## src/rtl/adder.sv

```systemverilog
// Registered (N+1)-bit unsigned adder built from an N-stage ripple-carry chain of full-adder cells.
// Latency: 1 cycle from sampled a/b/carry_in to c/carry_out; throughput one result per cycle.
// Backpressure: none; a new result is captured on every rising edge while rst_n is high.
module adder #(
    parameter int N = 8
) (
    input  logic         clk,
    input  logic         rst_n,
    input  logic [N-1:0] a,
    input  logic [N-1:0] b,
    input  logic         carry_in,
    output logic [N-1:0] c,
    output logic         carry_out
);

    // carry[i] is the carry into stage i; carry[N] is the carry out of the top stage.
    logic [N:0]   carry;
    logic [N-1:0] sum;

    assign carry[0] = carry_in;

    // One full-adder cell per bit, chained through carry. Written as plain
    // gate equations so X/Z on any input propagates instead of being masked.
    for (genvar i = 0; i < N; i++) begin : g_stage
        logic x;
        logic y;
        logic ci;
        logic p;

        assign x          = a[i];
        assign y          = b[i];
        assign ci         = carry[i];
        assign p          = x ^ y;
        assign sum[i]     = p ^ ci;
        assign carry[i+1] = (x & y) | (ci & p);
    end

    // Output register: synchronous reset wins over capture, otherwise take this edge's sum.
    always_ff @(posedge clk) begin
        if (!rst_n) begin
            c         <= '0;
            carry_out <= 1'b0;
        end else begin
            c         <= sum;
            carry_out <= carry[N];
        end
    end

endmodule

```

## config.mk

```make
export PLATFORM = sky130hd
export DESIGN_NAME = adder
export DESIGN_NICKNAME = d
export VERILOG_FILES = /design/src/rtl/adder.sv
export SDC_FILE = /design/constraint.sdc
export NUM_CORES = 1
export LEC_CHECK = 0
export ABC_CLOCK_PERIOD_IN_PS = 5900
export BUFFER_PORTS_ARGS = -buffer_cell sky130_fd_sc_hd__buf_2
export CORE_AREA = 2 2 39 41
export CTS_BUF_LIST = sky130_fd_sc_hd__clkbuf_2 sky130_fd_sc_hd__clkbuf_4 sky130_fd_sc_hd__clkbuf_8
export DETAILED_ROUTE_END_ITERATION = 10
export DIE_AREA = 0 0 41 43
export PLACE_DENSITY_LB_ADDON = 0.05
export SLEW_MARGIN = 20
export SYNTH_ARGS = -nofsm -noshare
export SYNTH_HDL_FRONTEND = slang
export SYNTH_SLANG_ARGS = --single-unit
export TNS_END_PERCENT = 20
```

## constraint.sdc

```tcl
create_clock -name clk -period 5.9 [get_ports clk]
set_clock_uncertainty 0.05 [all_clocks]
set_input_delay 0 -clock clk [delete_from_list [all_inputs] [get_ports clk]]
set_output_delay 0 -clock clk [all_outputs]
set_load 0.05 [all_outputs]
```

==> flow_summary_export.csv, run 1 <==
group,metric,value,unit
placed_design,port_buffers,27,
synthesis,synth-seq-cells,9,
die,fp.dieH,43,microns
placed_design,placedCellCount,76,
synthesis,avgSynthCellArea,13.04,sq um
critical_path,crit_type,"input pin to flop",
synthesis,synth_cells,33,
placed_design,post-place-ws,2.398,ns
finish,fin_area,625.6,sq um
finish,nNetsFinal,93,
timing,period_share,54.54,%
finish,synthToLayoutAreaGrowth,45.35,%
cts,post-cts-setup-buffers,0,
finish,n_antenna_cell,0,
finish,final_common_cell,"buf_2",
global_route,grt_first_pass_wirelength,1262,microns
cts,root_buffer,"clkbuf_4",
routing,drtPass1Iterations,1,
timing,worst_pin_slew,0.2517,ns
finish,final_cell_mix,"buf_2, dfxtp_1, fa_1",
die,rows,14,
global_route,grt_pass1_vias,308,
finish,nFillCells,144,
routing,route.detailed.drc,0,
routing,drtIter0Drc,0,
die,die_area,1763,sq um
die,start_util,31.10,%
die,die_w,41,microns
global_route,grt_overflow_total,0,
critical_path,required,6.05,ns
job,drv_cap,0,
routing,routed_via_density,3.765,
die,coreArea,1384,sq um
synthesis,seq_area_frac_synth,41.86,%
timing,tns,0,ns
power_and_ir_drop,peakVddDrop,0.07000,mV
min_path,holdCritPathClass,"input pin to flop",
timing,setup_ws,2.682,ns
routing,antenna_left,0,
timing,slew_violations,0,
synthesis,syn_nets,60,
finish,fin_cells,81,
cts,cts_tree,"done",
global_route,antenna_found_initial,0,
timing,setup_viol,0,
synthesis,ys_warn_count,0,
power_and_ir_drop,power,177.3,uW
die,pin_count,28,
power_and_ir_drop,leakage,0.3380,nW
placed_design,placed_cell_area,585.6,sq um
critical_path,endpoint,"c[7]",
routing,routed_wl,653,microns
synthesis,yosys.area.top_type,"dfxtp_1",
finish,drive_above_1_share,52.31,%
synthesis,netlist-cell-type-count,5,
timing,period_needed,3.218,ns
synthesis,synthTopCellsByArea,"dfxtp_1, fa_1, and2_1, inv_1, and2b_2",
synthesis,syn_area,430.4,sq um
critical_path,end_kind,"flop",
critical_path,cp_max_fo,1,
routing,vias,305,
cts,clkTransAtPathRegs,0.06,ns
timing,hold_viol,0,
cts,cts_buffers,3,
timing,clock.fmax,310.8,MHz
routing,wl_per_cell,8.062,microns
cts,cts_sinks,9,
global_route,grt_max_degree,10,
placed_design,place_congestion,0.6423,
critical_path,critPathLaunch,"a[0]",
cts,htree_num_levels,1,
critical_path,cp.arrival,3.37,ns
cts,clockBufferDepth,2,
status,status,"completed",
global_route,grt_usage,10.95,%
timing,rsz0062_at_grt,"no",
critical_path,start_kind,"input pin",
power_and_ir_drop,p_per_area,283.4,nW/um^2
synthesis,synth_top_area_share,41.86,%
timing,slew_headroom,83.33,%
-- layout make-up --
type                            count  area, sq um  area share (%)
Multi-Input combinational cell     17        224.0           35.80
Sequential cell                     9        180.2           28.80
Timing Repair Buffer               28        145.1           23.20
Clock buffer                        4        30.03           4.800
Inverter                            7        26.28           4.200
Tap cell                           16        20.02           3.200
-- power breakdown --
group / internal (mW) / switching [mW]
clock: 0.0305 / 0.0191
sequential: 0.0683 / 0.00140
combinational: 0.0191 / 0.0389
total: 0.118 / 0.0595
-- per-layer routing --
metal	vias up	wire length [microns]	global-route usage [%]
met3	4	97	3.141
met1	125	267	16.44
met5	-	0	0
met2	20	257	11.88
li1	156	-	-
met4	0	31	10.00
-- worst min-delay path by stage --
stage / from / end / slack (ns) / cells after the start
6_report: carry_in / c[0] / 0.05 / 3
5_1_grt: carry_in / c[0] / 0.07 / 3
4_1_cts: carry_in / c[0] / 0.05 / 3
3_5_place_dp: rst_n / c[4] / 0.26 / 2
3_3_place_gp: rst_n / c[0] / 0.26 / 2
2_1_floorplan: rst_n / c[0] / 0.07 / 1
-- cell families after synthesis --
group / synth area share, %
buf+inv: 6.106
fa+ha+maj: 37.21
flops: 41.86
simple gates: 14.83
-- cell usage after synthesis, drive strengths merged --
cell	number
fa	8
dfxtp	9
inv	7
and2b	3
and2	6
-- repair_timing --
| action | CTS | global route |
|---|---|---|
| resized for setup | 0 | 0 |
| hold buffers | 1 | 0 |
| hold endpoints to repair | 4 | 0 |
-- critical path, cell delays in order --
cell and delay [ns]:
buf_2 0.11, fa_1 0.41, inv_1 0.07, fa_1 0.16, inv_1 0.05, fa_1 0.37
fa_1 0.39, fa_1 0.39, fa_1 0.39, fa_1 0.37, inv_1 0.07, fa_1 0.39
and2b_2 0.21
-- registers in the layout, indices dropped and copies added (netlist names) --
| name | flops |
|---|---|
| c | 8 |
| carry_out | 1 |
-- per-stage QoR --
stage / utilization, % / hold slack (ns)
2_1_floorplan: - / 0.07171
3_5_place_dp: 42.31 / 0.2606
4_1_cts: 45.21 / 0.05007
5_1_grt: 45.21 / 0.07216
6_report: 45.21 / 0.05478
3_3_place_gp: 42.31 / 0.2598
No activity file was read; power rests on OpenSTA's default activity.
==> inputs of run 2 (changes only) <==
- ABC_CLOCK_PERIOD_IN_PS: 5900 -> 2800
- clock period: 5.9 -> 2.8 ns (I/O delays scaled with it)
==> run 2 against run 1 <==
  * The flow now finishes with violations (setup timing)
  * Combinational power up 110%
  * Wire length shrank 3.4%
  * Global-route usage is 1.5 points lower
  * Total power up 110%
  * Non-clock buffer count unchanged
  * Hold slack improved by 0.0037 ns
  * Largest power group unchanged
  * Highest routed layer unchanged
==> flow_summary_export.csv, run 2 (same netlist as run 1, synthesis figures left out) <==
group,metric,value,unit
timing,setup_viol,2,
finish,nFillCells,152,
placed_design,placedCellCount,76,
die,start_util,31.10,%
routing,routed_wl,631,microns
routing,routed_via_density,3.691,
critical_path,crit_type,"input pin to flop",
finish,final_cell_mix,"buf_2, dfxtp_1, inv_1",
timing,whs,0.05848,ns
global_route,grt_usage,9.480,%
die,rows,14,
global_route,grt_pass1_vias,270,
timing,slew_violations,0,
die,die_area,1763,sq um
finish,nNetsFinal,93,
finish,utilization,45.93,%
finish,synthToLayoutAreaGrowth,47.67,%
timing,rsz0062_at_grt,"yes",
timing,period_needed,3.048,ns
die,coreArea,1384,sq um
finish,multi_input_area,234.0,sq um
critical_path,critPathLaunch,"a[0]",
power_and_ir_drop,p_per_area,589.1,nW/um^2
critical_path,slowest_stage,"fa_1",
cts,root_buffer,"clkbuf_4",
routing,antenna_left,0,
routing,wl_per_cell,7.790,microns
finish,final_common_cell,"buf_2",
placed_design,port_buffers,27,
power_and_ir_drop,p_int,249.6,uW
timing,worst_pin_slew,0.2492,ns
finish,drive_above_1_share,58.46,%
power_and_ir_drop,sw_frac_of_total,33.35,%
cts,post-cts-setup-buffers,0,
critical_path,required,2.95,ns
routing,wl_met3,82,microns
routing,route.detailed.drc,0,
finish,regMostFlops,"c",
job,drv_cap,0,
status,violations,"setup timing",
routing,met2WireLength,257,microns
cts,clockBufferDepth,2,
timing,clock.fmax,328.1,MHz
routing,top_layer,"met4",
power_and_ir_drop,peakVddDrop,0.1451,mV
critical_path,endpoint,"c[7]",
power_and_ir_drop,p_seq_share,39.2,%
cts,clkTransAtPathRegs,0.05,ns
timing,period_share,108.9,%
cts,cts_tree,"done",
die,fp.dieH,43,microns
timing,slew_headroom,83.50,%
global_route,antenna_found_initial,0,
cts,htree_num_levels,1,
critical_path,cp_max_fo,1,
routing,drtIter0Drc,0,
cts,cts_sinks,9,
finish,seq_area,180.2,sq um
global_route,grt_overflow_total,0,
placed_design,post-place-ws,-0.5400,ns
global_route,grt_max_degree,10,
power_and_ir_drop,clock_power_share,27.7,%
critical_path,path_cells,"buf_2, fa_1, inv_1, fa_1, inv_1, fa_2, fa_2, fa_2, fa_2, fa_1, inv_1, fa_1, and2b_2",
finish,top_regs,"c (8), carry_out (1)",
global_route,grt_first_pass_wirelength,1069,microns
critical_path,end_kind,"flop",
status,status,"finished with violations",
timing,hold_viol,0,
power_and_ir_drop,power_frac_comb,33.2,%
die,pin_count,28,
timing,setup_ws,-0.2479,ns
timing,tns,-0.3167,ns
routing,drtPass1Iterations,1,
cts,cts_resized,0,
critical_path,cp.arrival,3.20,ns
critical_path,start_kind,"input pin",
routing,met1_length,277,microns
power_and_ir_drop,power,374.5,uW
finish,n_antenna_cell,0,
finish,fin_area,635.6,sq um
placed_design,place_congestion,0.6278,
critical_path,critPathMaxStageDelay,0.41,ns
cts,cts_buffers,3,
die,die_w,41,microns
routing,vias,299,
placed_design,placed_cell_area,595.6,sq um
min_path,holdCritPathClass,"input pin to flop",
power_and_ir_drop,leakage,0.3347,nW
finish,fin_cells,81,
power_and_ir_drop,p_switching,124.9,uW
finish,largest_reg_flops,8,
==> run 2: metal layers <==
layer  vias to the layer above  GRT usage, %
met5                         -             0
met4                         0         8.000
met3                         2         3.141
met2                        19         11.56
met1                       122         12.84
li1                        156             -
==> run 2: power groups by stage <==
stage,Clock [mW],Sequential [mW],Combinational (mW)
5_1_grt,0.117,0.148,0.138
4_1_cts,0.111,0.147,0.126
3_5_place_dp,0,0.150,0.126
3_3_place_gp,0,0.150,0.125
6_report,0.104,0.147,0.124
2_1_floorplan,0,0.206,0.0301
==> run 2: final cells by class <==
| type | count | area share (%) |
|---|---|---|
| timing repair buffer | 28 | 22.83 |
| inverter | 7 | 4.134 |
| tap | 16 | 3.150 |
| clock buffer | 4 | 4.724 |
| sequential | 9 | 28.35 |
| multi-input combinational | 17 | 36.81 |
==> run 2: how the worst min path moves through the flow <==
stage                         from   end  slack [ns]  depth (start not counted)
after floorplan              rst_n  c[0]        0.07                          1
after global placement       rst_n  c[4]        0.27                          2
after detailed placement     rst_n  c[5]        0.26                          2
after CTS                 carry_in  c[0]        0.05                          3
after global routing      carry_in  c[0]        0.05                          3
final                     carry_in  c[0]        0.06                          3
==> run 2: worst max-delay path, delay by kind of cell <==
| kind | cells | cell delay (ns) |
|---|---|---|
| and+or+nand+nor | 1 | 0.20 |
| adders and majority gates | 8 | 2.68 |
| buffers and inverters | 4 | 0.31 |
==> run 2: repair_timing <==
| item | in CTS | in global routing |
|---|---|---|
| pin swaps | 1 | 0 |
| endpoints found under the setup margin | 2 | 2 |
| gates cloned | 0 | 0 |
| endpoints found under the hold margin | 6 | 0 |
| hold buffers | 1 | 0 |
==> inputs of run 3 (changes only) <==
- CTS_BUF_LIST: sky130_fd_sc_hd__clkbuf_2 sky130_fd_sc_hd__clkbuf_4 sky130_fd_sc_hd__clkbuf_8 -> default
==> run 3 against run 2 <==
  * The run still ends with setup timing left
  * Fmax did not move
  * Sequential power barely moved
  * Core utilization fell by 0.27 points
  * Worst setup slack did not move
  * Cell area fell by 0.59%
  * Combinational power barely moved
  * Clock power fell by 9.8%
  * Cell count did not move
  * Global-route usage did not move
  * Sequential share of layout area rose by 0.17 points
  * Wire length did not move
  * Non-clock buffer count did not move
  * Highest routed layer unchanged
==> flow_summary_export.csv, run 3 (same netlist as run 1, synthesis figures left out) <==
group,metric,value,unit
cts,root_buffer,"clkbuf_4",
routing,antenna_left,0,
timing,period_needed,3.048,ns
global_route,grt_first_pass_wirelength,1069,microns
critical_path,critPathTopFamily,"adder cells",
placed_design,post-place-ws,-0.5400,ns
die,pin_count,28,
finish,regMostFlops,"c",
critical_path,required,2.95,ns
global_route,grt_overflow_total,0,
finish,utilization,45.66,%
status,violations,"setup timing",
die,die_w,41,microns
routing,vias,299,
routing,route.detailed.drc,0,
die,die_area,1763,sq um
timing,setup_viol,2,
timing,hold_viol,0,
cts,cts_buffers,3,
routing,wl_per_cell,7.790,microns
cts,clockBufferDepth,2,
routing,routed_via_density,3.691,
cts,cts_sinks,9,
finish,fin_cells,81,
cts,cts_tree,"done",
placed_design,place_congestion,0.6278,
finish,synthToLayoutAreaGrowth,46.80,%
placed_design,port_buffers,27,
finish,n_antenna_cell,0,
power_and_ir_drop,p_per_area,577.2,nW/um^2
die,rows,14,
critical_path,cp_max_fo,1,
job,drv_cap,0,
finish,final_common_cell,"buf_2",
timing,whs,0.05801,ns
cts,clkTransAtPathRegs,0.05,ns
die,fp.dieH,43,microns
routing,routed_wl,631,microns
die,start_util,31.10,%
timing,worst_pin_slew,0.2492,ns
min_path,holdCritPathClass,"input pin to flop",
status,status,"finished with violations",
finish,final_cell_mix,"buf_2, dfxtp_1, inv_1",
finish,nNetsFinal,93,
routing,drtPass1Iterations,1,
timing,clock.fmax,328.1,MHz
critical_path,path_cells,"buf_2, fa_1, inv_1, fa_1, inv_1, fa_2, fa_2, fa_2, fa_2, fa_1, inv_1, fa_1, and2b_2",
power_and_ir_drop,peakVddDrop,0.1525,mV
critical_path,critPathMaxStageDelay,0.41,ns
critical_path,crit_type,"input pin to flop",
power_and_ir_drop,leakage,0.3313,nW
global_route,antenna_found_initial,0,
timing,tns,-0.3167,ns
global_route,grt_usage,9.480,%
critical_path,cp.arrival,3.20,ns
timing,slew_violations,0,
timing,slew_headroom,83.50,%
global_route,grt_pass1_vias,270,
timing,period_share,108.9,%
global_route,grt_max_degree,10,
timing,rsz0062_at_grt,"yes",
finish,drive_above_1_share,56.92,%
routing,drtIter0Drc,0,
cts,htree_num_levels,1,
finish,top_regs,"c (8), carry_out (1)",
critical_path,start_kind,"input pin",
die,coreArea,1384,sq um
critical_path,slowest_stage,"fa_1",
critical_path,path_buf_inv,4,
placed_design,placedCellCount,76,
finish,largest_reg_flops,8,
timing,setup_ws,-0.2479,ns
critical_path,end_kind,"flop",
run 3: changes by cell type in the layout (fill, tap and decap cells not counted):
cell      delta
clkbuf_1     +1
clkbuf_4     -1
run 3: final cells by class:
class / count / area, sq um
Timing Repair Buffer: 28 / 145.1
Sequential cell: 9 / 180.2
Inverter: 7 / 26.28
Fill cell: 151 / 752.0
Multi-Input combinational cell: 17 / 234.0
Tap cell: 16 / 20.02
Clock buffer: 4 / 26.28
run 3: tightest hold or removal path, cell delays in order:
cell and delay (ns):
buf_2 0.09, fa_1 0.13, and2_1 0.11
run 3: metal layers:
metal	share of wire [%]	track usage (%)	wire, microns	vias up
met5	0	0	0	-
met4	2.2	8.000	14	0
met3	13	3.141	82	2
met2	41	11.56	257	19
met1	44	12.84	276	122
li1	-	-	-	156
run 3: power by group:
part | leakage, nW | switching [mW] | internal (mW)
clock | 0.0150 | 0.0393 | 0.0545
combinational | 0.241 | 0.0826 | 0.0415
sequential | 0.0750 | 0.00291 | 0.144
total | 0.331 | 0.125 | 0.240
run 3: worst paths after layout:
kind / from / to / slack, ns / depth (start not counted)
worst max-delay path: a[0] / c[7] / -0.25 / 13
worst min-delay path: carry_in / c[0] / 0.06 / 3
run 3: what timing repair did:
action	in CTS	in global routing
setup buffers	0	0
pin swaps	1	0
hold buffers	1	0
setup endpoints to repair	2	2
endpoints found under the hold margin	6	0
resized for setup	0	0
run 3: through the flow:
step | instance area, sq um | power [mW]
3_5_place_dp | 595.6 | 0.2754
4_1_cts | 631.9 | 0.3741
3_3_place_gp | 595.6 | 0.2748
6_report | 631.9 | 0.3647
2_1_floorplan | 440.4 | 0.2365
5_1_grt | 631.9 | 0.3924
